### config.mk
export PLATFORM = sky130hd
export DESIGN_NAME = state_register_bank_flat
export DESIGN_NICKNAME = d
export VERILOG_FILES = /design/src/rtl/state_register_bank_pkg.sv /design/src/rtl/state_register_bank_if.sv /design/src/rtl/state_register_bank_state_word_reg.sv /design/src/rtl/state_register_bank.sv /design/src/flat_wrapper.sv
export SDC_FILE = /design/constraint.sdc
export NUM_CORES = 1
export LEC_CHECK = 0
export ABC_AREA = 1
export CAP_MARGIN = 20
export CORE_AREA = 2 2 259 261
export CTS_CLUSTER_DIAMETER = 60
export DETAILED_ROUTE_END_ITERATION = 6
export DIE_AREA = 0 0 261 263
export GPL_ROUTABILITY_DRIVEN = 0
export GPL_TIMING_DRIVEN = 0
export HOLD_SLACK_MARGIN = 0.05
export PLACE_DENSITY_LB_ADDON = 0.12
export REMOVE_ABC_BUFFERS = 1
export SLEW_MARGIN = 10
export SYNTH_ARGS = -nofsm -noshare
export SYNTH_HDL_FRONTEND = slang
export SYNTH_SLANG_ARGS = --single-unit
### constraint.sdc
create_clock -name clock_i -period 1.38 [get_ports clock_i]
set_clock_uncertainty 0.15 [all_clocks]
set_input_delay 0.276 -clock clock_i [delete_from_list [all_inputs] [get_ports clock_i]]
set_output_delay 0.276 -clock clock_i [all_outputs]
set_load 0.1 [all_outputs]
### src/rtl/state_register_bank_pkg.sv
// Shared types for the state register bank: operation encoding, default
// geometry and the legacy fixed-size state type.
package state_register_bank_pkg;

    typedef enum logic [1:0] {
        OP_HOLD  = 2'd0,
        OP_LOAD  = 2'd1,
        OP_XOR   = 2'd2,
        OP_CLEAR = 2'd3
    } state_op_t;

    localparam int unsigned DefNbWords = 5;
    localparam int unsigned DefWordW   = 64;
    localparam int unsigned DefCntW    = 4;

    // Legacy ASCON-128 state type; matches the bank at its default geometry.
    typedef logic [DefNbWords-1:0][DefWordW-1:0] type_state;

    // LOAD and XOR are the operations that count as updates.
    function automatic logic is_update(input state_op_t op);
        return (op == OP_LOAD) || (op == OP_XOR);
    endfunction

endpackage

### src/rtl/state_register_bank_if.sv
// Request/response bundle of the state register bank. The master side issues
// operations and consumes the state; the slave side is the bank itself.
interface state_register_bank_if
    import state_register_bank_pkg::*;
#(
    parameter int unsigned NB_WORDS = 5,
    parameter int unsigned WORD_W   = 64,
    parameter int unsigned CNT_W    = 4
);
    logic                             valid_i;
    logic                             ready_o;
    state_op_t                        op_i;
    logic [NB_WORDS-1:0]              mask_i;
    logic [NB_WORDS-1:0][WORD_W-1:0]  data_i;
    logic [NB_WORDS-1:0][WORD_W-1:0]  data_o;
    logic                             valid_o;
    logic                             ready_i;
    logic [CNT_W-1:0]                 upd_cnt_o;

    modport master (
        output valid_i, op_i, mask_i, data_i, ready_i,
        input  ready_o, data_o, valid_o, upd_cnt_o
    );

    modport slave (
        input  valid_i, op_i, mask_i, data_i, ready_i,
        output ready_o, data_o, valid_o, upd_cnt_o
    );
endinterface

### src/rtl/state_register_bank_state_word_reg.sv
// One state word: load, XOR-absorb or clear when enabled, otherwise hold.
module state_word_reg
    import state_register_bank_pkg::*;
#(
    parameter int unsigned WORD_W = 64
) (
    input  logic              clock_i,
    input  logic              resetb_i,
    input  logic              en_i,
    input  state_op_t         op_i,
    input  logic [WORD_W-1:0] data_i,
    output logic [WORD_W-1:0] q_o
);

    logic [WORD_W-1:0] word_q;
    logic [WORD_W-1:0] word_d;

    // Next-state word value for the enabled operation.
    always_comb begin
        word_d = word_q;
        if (en_i) begin
            unique case (op_i)
                OP_LOAD:  word_d = data_i;
                OP_XOR:   word_d = word_q ^ data_i;
                OP_CLEAR: word_d = '0;
                OP_HOLD:  word_d = word_q;
            endcase
        end
    end

    // Word storage with asynchronous active-low reset.
    always_ff @(posedge clock_i or negedge resetb_i) begin
        if (!resetb_i) begin
            word_q <= '0;
        end else begin
            word_q <= word_d;
        end
    end

    assign q_o = word_q;

endmodule

### src/rtl/state_register_bank.sv
// NB_WORDS x WORD_W state bank with masked LOAD/XOR/CLEAR, a one-slot
// valid/ready output stage and a saturating update counter.
module state_register_bank
    import state_register_bank_pkg::*;
#(
    parameter int unsigned NB_WORDS = 5,
    parameter int unsigned WORD_W   = 64,
    parameter int unsigned CNT_W    = 4
) (
    input  logic                  clock_i,
    input  logic                  resetb_i,
    state_register_bank_if.slave  bus
);

    localparam logic [CNT_W-1:0] CntMax = '1;

    logic                            valid_q;
    logic                            valid_d;
    logic [CNT_W-1:0]                cnt_q;
    logic [CNT_W-1:0]                cnt_d;
    logic                            ready;
    logic                            accept;
    logic [NB_WORDS-1:0]             word_en;
    logic [NB_WORDS-1:0][WORD_W-1:0] words;

    // Input is accepted whenever the output slot is empty or draining now.
    always_comb begin
        ready  = !valid_q || bus.ready_i;
        accept = bus.valid_i && ready;
    end

    // CLEAR hits every word; LOAD/XOR only the masked ones.
    always_comb begin
        word_en = '0;
        for (int k = 0; k < NB_WORDS; k++) begin
            word_en[k] = accept &&
                         ((bus.op_i == OP_CLEAR) || (is_update(bus.op_i) && bus.mask_i[k]));
        end
    end

    for (genvar k = 0; k < NB_WORDS; k++) begin : g_word
        state_word_reg #(
            .WORD_W (WORD_W)
        ) u_word (
            .clock_i  (clock_i),
            .resetb_i (resetb_i),
            .en_i     (word_en[k]),
            .op_i     (bus.op_i),
            .data_i   (bus.data_i[k]),
            .q_o      (words[k])
        );
    end

    // A new non-HOLD update wins over draining the previous one.
    always_comb begin
        valid_d = valid_q;
        if (accept && (bus.op_i != OP_HOLD)) begin
            valid_d = 1'b1;
        end else if (valid_q && bus.ready_i) begin
            valid_d = 1'b0;
        end
    end

    // Update counter: saturating increment, cleared by CLEAR.
    always_comb begin
        cnt_d = cnt_q;
        if (accept) begin
            if (bus.op_i == OP_CLEAR) begin
                cnt_d = '0;
            end else if (is_update(bus.op_i) && (cnt_q != CntMax)) begin
                cnt_d = cnt_q + 1'b1;
            end
        end
    end

    // Handshake flag and counter registers.
    always_ff @(posedge clock_i or negedge resetb_i) begin
        if (!resetb_i) begin
            valid_q <= 1'b0;
            cnt_q   <= '0;
        end else begin
            valid_q <= valid_d;
            cnt_q   <= cnt_d;
        end
    end

    assign bus.ready_o   = ready;
    assign bus.valid_o   = valid_q;
    assign bus.upd_cnt_o = cnt_q;
    assign bus.data_o    = words;

endmodule
### src/flat_wrapper.sv
// flat-port wrapper written by rule: the top's interface ports become plain ports
module state_register_bank_flat import state_register_bank_pkg::*;
#(
    parameter int unsigned NB_WORDS = 5,
    parameter int unsigned WORD_W   = 64,
    parameter int unsigned CNT_W    = 4
)
  (clock_i, resetb_i, bus_valid_i, bus_op_i, bus_mask_i, bus_data_i, bus_ready_i, bus_ready_o, bus_data_o, bus_valid_o, bus_upd_cnt_o);
  state_register_bank_if #(.NB_WORDS(NB_WORDS), .WORD_W(WORD_W), .CNT_W(CNT_W)) bus_i ();
  input  logic clock_i;
  input  logic resetb_i;
  input wire logic [$bits(bus_i.valid_i)-1:0] bus_valid_i;
  input wire logic [$bits(bus_i.op_i)-1:0] bus_op_i;
  input wire logic [$bits(bus_i.mask_i)-1:0] bus_mask_i;
  input wire logic [$bits(bus_i.data_i)-1:0] bus_data_i;
  input wire logic [$bits(bus_i.ready_i)-1:0] bus_ready_i;
  output wire logic [$bits(bus_i.ready_o)-1:0] bus_ready_o;
  output wire logic [$bits(bus_i.data_o)-1:0] bus_data_o;
  output wire logic [$bits(bus_i.valid_o)-1:0] bus_valid_o;
  output wire logic [$bits(bus_i.upd_cnt_o)-1:0] bus_upd_cnt_o;
  assign bus_i.valid_i = bus_valid_i;
  assign bus_i.op_i = bus_op_i;
  assign bus_i.mask_i = bus_mask_i;
  assign bus_i.data_i = bus_data_i;
  assign bus_i.ready_i = bus_ready_i;
  assign bus_ready_o = bus_i.ready_o;
  assign bus_data_o = bus_i.data_o;
  assign bus_valid_o = bus_i.valid_o;
  assign bus_upd_cnt_o = bus_i.upd_cnt_o;
  state_register_bank #(.NB_WORDS(NB_WORDS), .WORD_W(WORD_W), .CNT_W(CNT_W)) u_core (.clock_i(clock_i), .resetb_i(resetb_i), .bus(bus_i));
endmodule
Word-level counts from Yosys, hierarchy flattened. Cells that the tools add are included.

Input bits: 331. Output and inout bits: 326. Flip-flop bits (word level): 325. Logic and storage cells: 59.

Eq/ne operators: 4. Reduce and logical (&&, ||, !) cells: 32. Add/sub/neg operators: 1. Mux-type cells: 9. Bitwise gates (word level): 6.

Operators by type and width (count): case mux 64 bit (3 select lines) (5); XOR 64 bit (5); logical AND 1 bit (14); AND reduction 2 bit (6); two-way mux 4 bit (2); logical OR 1 bit (7); nonzero test 2 bit (3); adder 4 x 1 -> 4 bit (second input constant) (1); equality test 2 bit (second input constant) (2); != test 4 bit (second input constant) (1); equality test 2 x 1 -> 1 bit (second input constant) (1); logical NOT 2 bit (1); two-way mux 1 bit (2); logical NOT 1 bit (1); NOT 1 bit (1).

Depth between registers and ports, before layout. Gate-level depths: netlist of run 1.

Depth after elaboration: 6. Gate-level depth with buffers: 10. Depth with buffers taken out: 7.

Cells and area by module. A second synthesis of run 1 with hierarchy kept.

Cell total of the unflattened synthesis: 2837. Area total of the unflattened synthesis: 19432.4 µm².

Modules (own cells, without submodules): state_word_reg (instances 5, cells each 557, area each 3812.4 µm², sequential area each 1601.5 µm²); state_register_bank (instances 1, cells each 52, area each 370.4 µm², sequential area each 125.1 µm²).

Worst setup path after synthesis of run 1. Ideal clock, no wire load.

Path type: reg-to-reg. Start point: register u_core.valid_q (netlist: u_core.bus.valid_o). End point: register u_core.g_word[3].u_word.word_q[10]. Path buffers: 1. Data arrival time: 2.857 ns. Cell stages (with the launch flop): 8. Slack: -1.695 ns. Data required time: 1.162 ns. Library setup time: 0.068 ns. Clock period less this slack: 3.075 ns. Path through: dfrtp_1 > nand2_1 > nand2_1 > nor2_1 > nand2_1 > clkbuf_1 > nand2_1 > nand2_1.

Cells in the longest elaborated chain, start to end: 5.

Ends and longest elaborated chain: from (decl) (line state_register_bank.sv:17) `logic valid_q;`; from (signal assigned) (line state_register_bank.sv:82) `valid_q <= valid_d;`; logical NOT 1 bit (line state_register_bank.sv:28) `ready = !valid_q || bus.ready_i;`; logical OR 1 bit (line state_register_bank.sv:28); via bus_ready_o (line flat_wrapper.sv:17) `output wire logic [$bits(bus_i.ready_o)-1:0] bus_ready_o;`; logical AND 1 bit (line state_register_bank.sv:29) `accept = bus.valid_i && ready;`; logical AND 1 bit (line state_register_bank.sv:36) `word_en[k] = accept &&`; AND reduction 2 bit (no line); to (signal assigned) (line state_register_bank_state_word_reg.sv:36) `word_q <= word_d;`; to (decl) (line state_register_bank_state_word_reg.sv:15) `logic [WORD_W-1:0] word_q;`.

The timed path passes the listed nets, and every way through them passes these cells. A chain may end at the register's enable or synchronous reset.

Worst setup path in the final report of run 1.
Start point: register u_core.valid_q (netlist: u_core.bus.valid_o). End point: register u_core.g_word[1].u_word.word_q[4].

Cells in the longest elaborated chain, start to end: 5.

Ends and longest elaborated chain (line): logical NOT 1 bit (state_register_bank.sv:28); logical OR 1 bit (state_register_bank.sv:28); logical AND 1 bit (state_register_bank.sv:29); logical AND 1 bit (state_register_bank.sv:36); AND reduction 2 bit (no line); to (signal assigned) (state_register_bank_state_word_reg.sv:36); to (decl) (state_register_bank_state_word_reg.sv:15).

No other way between the ends.

==> results of run 1 <==
[state kept, by name (all words and copies together), names as in the netlist]
| name | cells |
|---|---|
| u_core.g_word.u_word.q_o | 320 |
| u_core.bus.upd_cnt_o | 4 |
| u_core.bus.valid_o | 1 |
[final cells by class]
cell class | count | share of cell area (%)
Sequential cell | 325 | 25.6
Multi-Input combinational cell | 2314 | 32.5
Inverter | 647 | 7.71
Antenna cell | 16 | 0.126
Clock inverter | 13 | 0.491
Clock buffer | 71 | 4.33
Tap cell | 864 | 3.40
Timing Repair Buffer | 760 | 25.8
[per-stage QoR]
stage	utilization, %	power (mW)
after detailed placement	43.3	46.2
after floorplan	-	37.5
final	48.5	59.5
after global routing	48.5	62.4
after global placement	42.3	46.1
after CTS	47.1	59.3
[cell usage in the layout (no fill, tap or decap), types with 2 or more instances in the layout]
cell / Yosys / routed
nand2_1: 1625 / 1535
inv_1: 646 / 645
clkdlybuf4s50_1: 0 / 327
nand3_1: 323 / 323
buf_4: 0 / 315
dfrtp_1: 325 / 301
o21ai_1: 300 / 294
nand2_2: 1 / 70
clkbuf_16: 0 / 59
buf_12: 0 / 48
buf_16: 0 / 29
dfrtp_2: 0 / 24
o21ai_0: 20 / 20
nand2_8: 0 / 19
diode_2: 0 / 16
nand2_4: 0 / 15
clkbuf_1: 44 / 15
nor2_4: 5 / 12
buf_6: 34 / 11
buf_8: 0 / 9
bufbuf_16: 0 / 9
clkbuf_8: 0 / 7
o21ai_2: 0 / 5
nor2_1: 10 / 5
clkinvlp_4: 0 / 5
bufinv_16: 0 / 4
clkinv_2: 0 / 4
a21oi_2: 2 / 2
a21oi_1: 4 / 2
a21oi_4: 0 / 2
ha_4: 0 / 2
or2_2: 0 / 2
clkdlybuf4s15_2: 0 / 2
[where the power goes]
part           switching [mW]  internal [mW]  total, mW
clock                    4.80           7.42       12.2
combinational            24.7           7.77       32.5
sequential               2.86           12.0       14.8
[cells in the mapped netlist]
cell	n
nand2_2	1
buf_6	34
buf_2	55
inv_2	1
nand2_1	1625
nand3_1	323
o21ai_0	20
nand4_1	1
a21oi_1	4
o21ai_1	300
nor2_1	10
ha_1	4
nor2_4	5
inv_1	646
dfrtp_1	325
a21oi_2	2
or2_1	1
a21boi_2	1
clkbuf_1	44
[cells by family after synthesis]
group | after synthesis | share of synthesized area [%]
AO/OA/AOI/OAI | 327 | 7.89
adder cells (fa/ha/maj) | 4 | 0.239
flip-flops | 325 | 38.9
AND/OR/NAND/NOR | 1966 | 37.4
buffers and inverters | 780 | 15.5
[worst reg2reg max path, cell delays in order, from the launching register on]
cell and delay [ns]:
dfrtp_2 0.45, a21boi_4 0.25, nand2_8 0.13, buf_8 0.15, nor2_4 0.11, buf_12 0.17
clkbuf_16 0.20, nand2_2 0.05, nand2_1 0.06
[metal layers]
metal,routed length [um],share of wire [%],vias to the layer above
met1,35900,40,10500
met5,114,0.13,-
met3,6420,7.2,151
met2,43200,49,586
met4,2970,3.3,16
li1,-,-,11600
[worst min-delay path by stage]
stage                                                from                         endpoint  slack [ns]  depth (start not counted)
final                                            resetb_i  u_core.g_word[2].u_word.q_o[18]       -0.48                          1
after global placement    u_core.g_word[4].u_word.q_o[58]  u_core.g_word[4].u_word.q_o[58]        0.36                          2
after CTS                                        resetb_i  u_core.g_word[2].u_word.q_o[18]       -0.47                          1
after detailed placement                         resetb_i  u_core.g_word[2].u_word.q_o[18]        0.16                          1
after floorplan                                  resetb_i          u_core.bus.upd_cnt_o[0]       -0.17                          0
after global routing                             resetb_i  u_core.g_word[2].u_word.q_o[34]       -0.43                          1
[what timing repair did]
action                                 in CTS  in global routing
gates resized for setup                  2125                146
setup endpoints to repair                 650                731
setup buffers                              40                 11
pin swaps                                  27                 36
endpoints found under the hold margin      74                 74
gates cloned                               31                 21
==> out/metrics.csv, run 1 <==
stage,metric,value,unit
timing,fin_tns_setup,-227.51,ns
cells_and_area,fillCellCount,6563,
cells_and_area,final_nets,4430,
grt,top_usage_layer,met2,
timing,clock.fmax,553,MHz
grt,grt_pass1_vias,21100,
cells_and_area,final_cells,5010,
route,drc,0,
cells_and_area,final_layout_size_suffix_gt1_share,16.0,%
grt,use_met3,6.55,%
route,wire_per_inst,17.7,um
route,routed_via_density,4.58,
timing,rsz0062_at_grt,true,
floorplanning,die_x,261,um
floorplanning,dieArea,68600,um2
clock_network,cts.sinks,325,
worst_setup_path,crit_chain,a21boi_4 -> nand2_8 -> buf_8 -> nor2_4 -> buf_12 -> clkbuf_16 -> nand2_2 -> nand2_1,
clock_network,insertion_delay,0.59,ns
place,dp_hpwl,52400,um
worst_setup_path,startpoint_type,flip-flop,
clock_network,clockBufferDepth,3,
synthesis,ys_ff_latch,325,
synthesis,synthCells,3402,
clock_network,root_buffer,clkbuf_16,
flow_run,maxCapViolCount,0,
worst_setup_path,critPathLaunch,u_core.bus.valid_o,
grt,grt_util_met1,29.3,%
worst_setup_path,slowest_stage,dfrtp_2,
worst_setup_path,worstSetupPathType,reg -> reg,
clock_network,cts_tree,done,
synthesis,yosys_warnings,0,
worst_setup_path,arrival,2.17,ns
grt,grt_pass1_wl,129000,um
floorplanning,start_util,31.9,%
worst_setup_path,critPathCapture,u_core.g_word[1].u_word.q_o[4],
timing,setup_violations,650,
clock_network,numCtsBuffers,47,
synthesis,synth_area_leaders,"dfrtp_1, nand2_1, inv_1, nand3_1, o21ai_1",
floorplanning,coreArea,65600,um2
synthesis,synth_area,20900,um2
worst_setup_path,r2r_start,u_core.bus.valid_o,
clock_network,path_clk_slew,0.06,ns
timing,hold_viol,74,
cells_and_area,syn2layout_area_growth,52.2,%
synthesis,synth_cell_types,19,
outcome,violations,"negative hold slack, negative setup slack",
route,drt_iter0_drc,1203,
route,vias,22900,
cells_and_area,multi_input_area,10300,um2
worst_setup_path,cpPeakStageDelay,0.45,ns
clock_network,htreeDepth,2,
synthesis,synth.avg_cell_area,6.15,um2
worst_setup_path,r2r_cells,8,
timing,finalMaxSlewViolations,0,
power_and_ir_drop,peakVddDrop,1.18,mV
worst_setup_path,ff2ff_setup_slack,-0.43,ns
place,post-place-ws,-2.42,ns
hold_path,hold_class,in -> async,
timing,final.setup.worst_slack,-0.427,ns
floorplanning,io_pins,657,
synthesis,synth_top_cell_by_area,dfrtp_1,
power_and_ir_drop,power.density,1870,nW/um2
grt,grt_usage,24.2,%
grt,overflow,0,
synthesis,ys_seq_area_share,38.9,%
grt,use_met2,41.0,%
power_and_ir_drop,p_leak,17.0,nW
place,placed_cell_area,28400,um2
worst_setup_path,r2r-end,u_core.g_word[1].u_word.q_o[4],
grt,grt_max_degree,96,
route,antenna_left,0,
timing,holdWs,-0.476,ns
timing,period_needed,1.81,ns
route,dr.pass1.iters,7,
grt,antenna_found_initial,23,
floorplanning,rows,94,
timing,slew_headroom,56.1,%
timing,worst_slew_pin_slew,0.659,ns
worst_setup_path,critPathRequiredTime,1.74,ns
place,io_buffers,656,
place,place_inst,4813,
worst_setup_path,cp.depth,8,
cells_and_area,final_area,31800,um2
cells_and_area,seq_area,8160,um2
synthesis,yosysTopAreaCellShare,38.9,%
outcome,outcome,finished with violations,
worst_setup_path,crit_buf_inv,3,
timing,period_share,131,%
worst_setup_path,cp_max_fo,9,
worst_setup_path,end_kind,flip-flop,
worst_setup_path,crit_family,buffers and inverters,
floorplanning,fp.dieH,263,um
route,drt-total-wl,88600,um
No activity file was read; power rests on OpenSTA's default activity.
==> run 2, diff against run 1 <==
- CAP_MARGIN: 20 -> not set
- SETUP_SLACK_MARGIN: not set -> 0.05
==> run 2 against run 1 <==
Against the previous run: the run still ends with negative hold slack, negative setup slack left; non-clock buffer count grew 5; register-to-register slack gained 0.04 ns; critical path depth shrank 6; design area grew 1.5%; power grew 1.2%; sequential power is essentially flat; routed wire length shrank 1.1%; global-route usage shrank 0.71 points; critical path type is now reg -> out; highest routed layer unchanged.
==> out/metrics.csv, run 2 (same netlist as run 1, synthesis figures left out) <==
stage,metric,value,unit
worst_setup_path,ff2ff_setup_slack,-0.39,ns
power_and_ir_drop,peakVddDrop,1.01,mV
timing,period_needed,1.78,ns
power_and_ir_drop,clkPwrFrac,20.6,%
worst_setup_path,worstSetupPathType,reg -> out,
cells_and_area,final_cell_mix,"nand2_1, inv_1, clkdlybuf4s50_1, nand3_1, buf_4",
timing,rsz0062_at_grt,true,
worst_setup_path,r2r_start,u_core.bus.valid_o,
grt,grt_max_degree,96,
floorplanning,start_util,31.9,%
route,drt_iter0_drc,1166,
place,io_buffers,656,
cells_and_area,fillCellCount,6606,
grt,antenna_found_initial,21,
timing,period_share,129,%
timing,worst_slew_pin_slew,0.665,ns
floorplanning,dieArea,68600,um2
route,routed_via_density,4.57,
worst_setup_path,arrival,1.35,ns
floorplanning,fp.dieH,263,um
power_and_ir_drop,pwr-share-seq,24.7,%
worst_setup_path,r2r_cells,8,
grt,overflow,0,
cells_and_area,largest_reg_flops,320,
cells_and_area,final_nets,4433,
timing,holdWs,-0.471,ns
floorplanning,coreArea,65600,um2
clock_network,cts_tree,done,
floorplanning,io_pins,657,
outcome,outcome,finished with violations,
power_and_ir_drop,swShare,53.8,%
cells_and_area,final_common_cell,nand2_1,
power_and_ir_drop,power.switching,32.4,mW
place,placed_cell_area,28400,um2
clock_network,path_clk_slew,0.06,ns
power_and_ir_drop,internal_power,27.8,mW
power_and_ir_drop,power.density,1860,nW/um2
route,vias,22900,
place,dp_hpwl,52500,um
route,antenna_left,0,
route,wire_per_inst,17.5,um
hold_path,hold_class,in -> async,
worst_setup_path,r2r-end,u_core.g_word[4].u_word.q_o[10],
power_and_ir_drop,total_power,60.2,mW
route,drt-total-wl,87600,um
grt,grt_pass1_wl,125000,um
timing,slew_headroom,55.7,%
flow_run,maxCapViolCount,0,
cells_and_area,final_area,32300,um2
floorplanning,rows,94,
grt,grt_pass1_vias,20800,
clock_network,clockBufferDepth,3,
clock_network,cts.sinks,325,
clock_network,insertion_delay,0.57,ns
grt,grt_usage,23.5,%
route,dr.pass1.iters,5,
timing,finalMaxSlewViolations,0,
timing,clock.fmax,562,MHz
worst_setup_path,critPathRequiredTime,0.95,ns
route,drc,0,
clock_network,numCtsBuffers,46,
clock_network,htreeDepth,2,
timing,setup_violations,650,
floorplanning,die_x,261,um
worst_setup_path,end_kind,primary output,
outcome,violations,"negative hold slack, negative setup slack",
power_and_ir_drop,p_leak,17.3,nW
power_and_ir_drop,power_frac_comb,54.7,%
worst_setup_path,critPathLaunch,u_core.bus.valid_o,
worst_setup_path,cp_max_fo,3,
worst_setup_path,startpoint_type,flip-flop,
cells_and_area,syn2layout_area_growth,54.5,%
timing,hold_viol,74,
cells_and_area,final_layout_size_suffix_gt1_share,17.3,%
timing,final.setup.worst_slack,-0.400,ns
clock_network,root_buffer,clkbuf_16,
timing,fin_tns_setup,-201.32,ns
[run 2: routing by layer]
metal  part of all wire (%)  GRT usage, %  up-vias
li1                       -             -    11700
met1                     41          28.0    10500
met2                     48          39.4      529
met3                    7.2          7.00      142
met4                    3.3          9.47       12
met5                  0.092             0        -
[run 2: how the worst max path moves through the flow]
stage	depth (start not counted)	slack, ns	to
after floorplan	6	-10.53	u_core.g_word[3].u_word.q_o[63]
after global placement	7	-20.86	u_core.g_word[4].u_word.q_o[63]
after detailed placement	10	-2.43	u_core.g_word[4].u_word.q_o[23]
after CTS	2	-0.42	bus_ready_o
after global routing	8	-0.45	u_core.g_word[4].u_word.q_o[18]
final	2	-0.40	bus_ready_o
[run 2: timing repair]
action                      CTS  global route
gates cloned                 27            29
setup buffers                30            18
pin swaps                    18            39
resized for setup          2116           272
setup endpoints to repair   650           742
hold endpoints to repair     74            74
[run 2: per-stage QoR]
stage | instances | utilization (%) | hold WS [ns] | setup WS, ns
3_3_place_gp | 4789 | 42.3 | 0.364 | -20.86
2_1_floorplan | 3269 | - | -0.170 | -10.53
3_5_place_dp | 4813 | 43.3 | 0.167 | -2.43
6_report | 5011 | 49.2 | -0.471 | -0.400
5_1_grt | 5009 | 49.2 | -0.423 | -0.454
4_1_cts | 4953 | 46.8 | -0.450 | -0.424
[run 2: power groups by stage]
stage / Combinational (mW) / Sequential (mW) / Clock, mW
2_1_floorplan: 5.84 / 31.7 / 0
3_3_place_gp: 31.5 / 14.7 / 0
3_5_place_dp: 31.6 / 14.7 / 0
4_1_cts: 32.0 / 14.7 / 12.7
5_1_grt: 34.6 / 15.3 / 13.1
6_report: 33.0 / 14.9 / 12.4
[run 2: critical path: stages (launching register included)]
cell	delay [ns]
dfrtp_2	0.44
nand2_2	0.14
buf_12	0.19
[run 2: layout make-up]
type                    instances  area [um2]  area share, %
flip-flops and latches        325        8190           25.3
diodes                         14        35.0          0.108
clock inverters                14         209          0.647
multi-input cells            2313       10500           32.5
clock buffers                  69        1350           4.17
well taps                     864        1080           3.34
inverters                     647        2450           7.60
repair buffers                765        8510           26.3
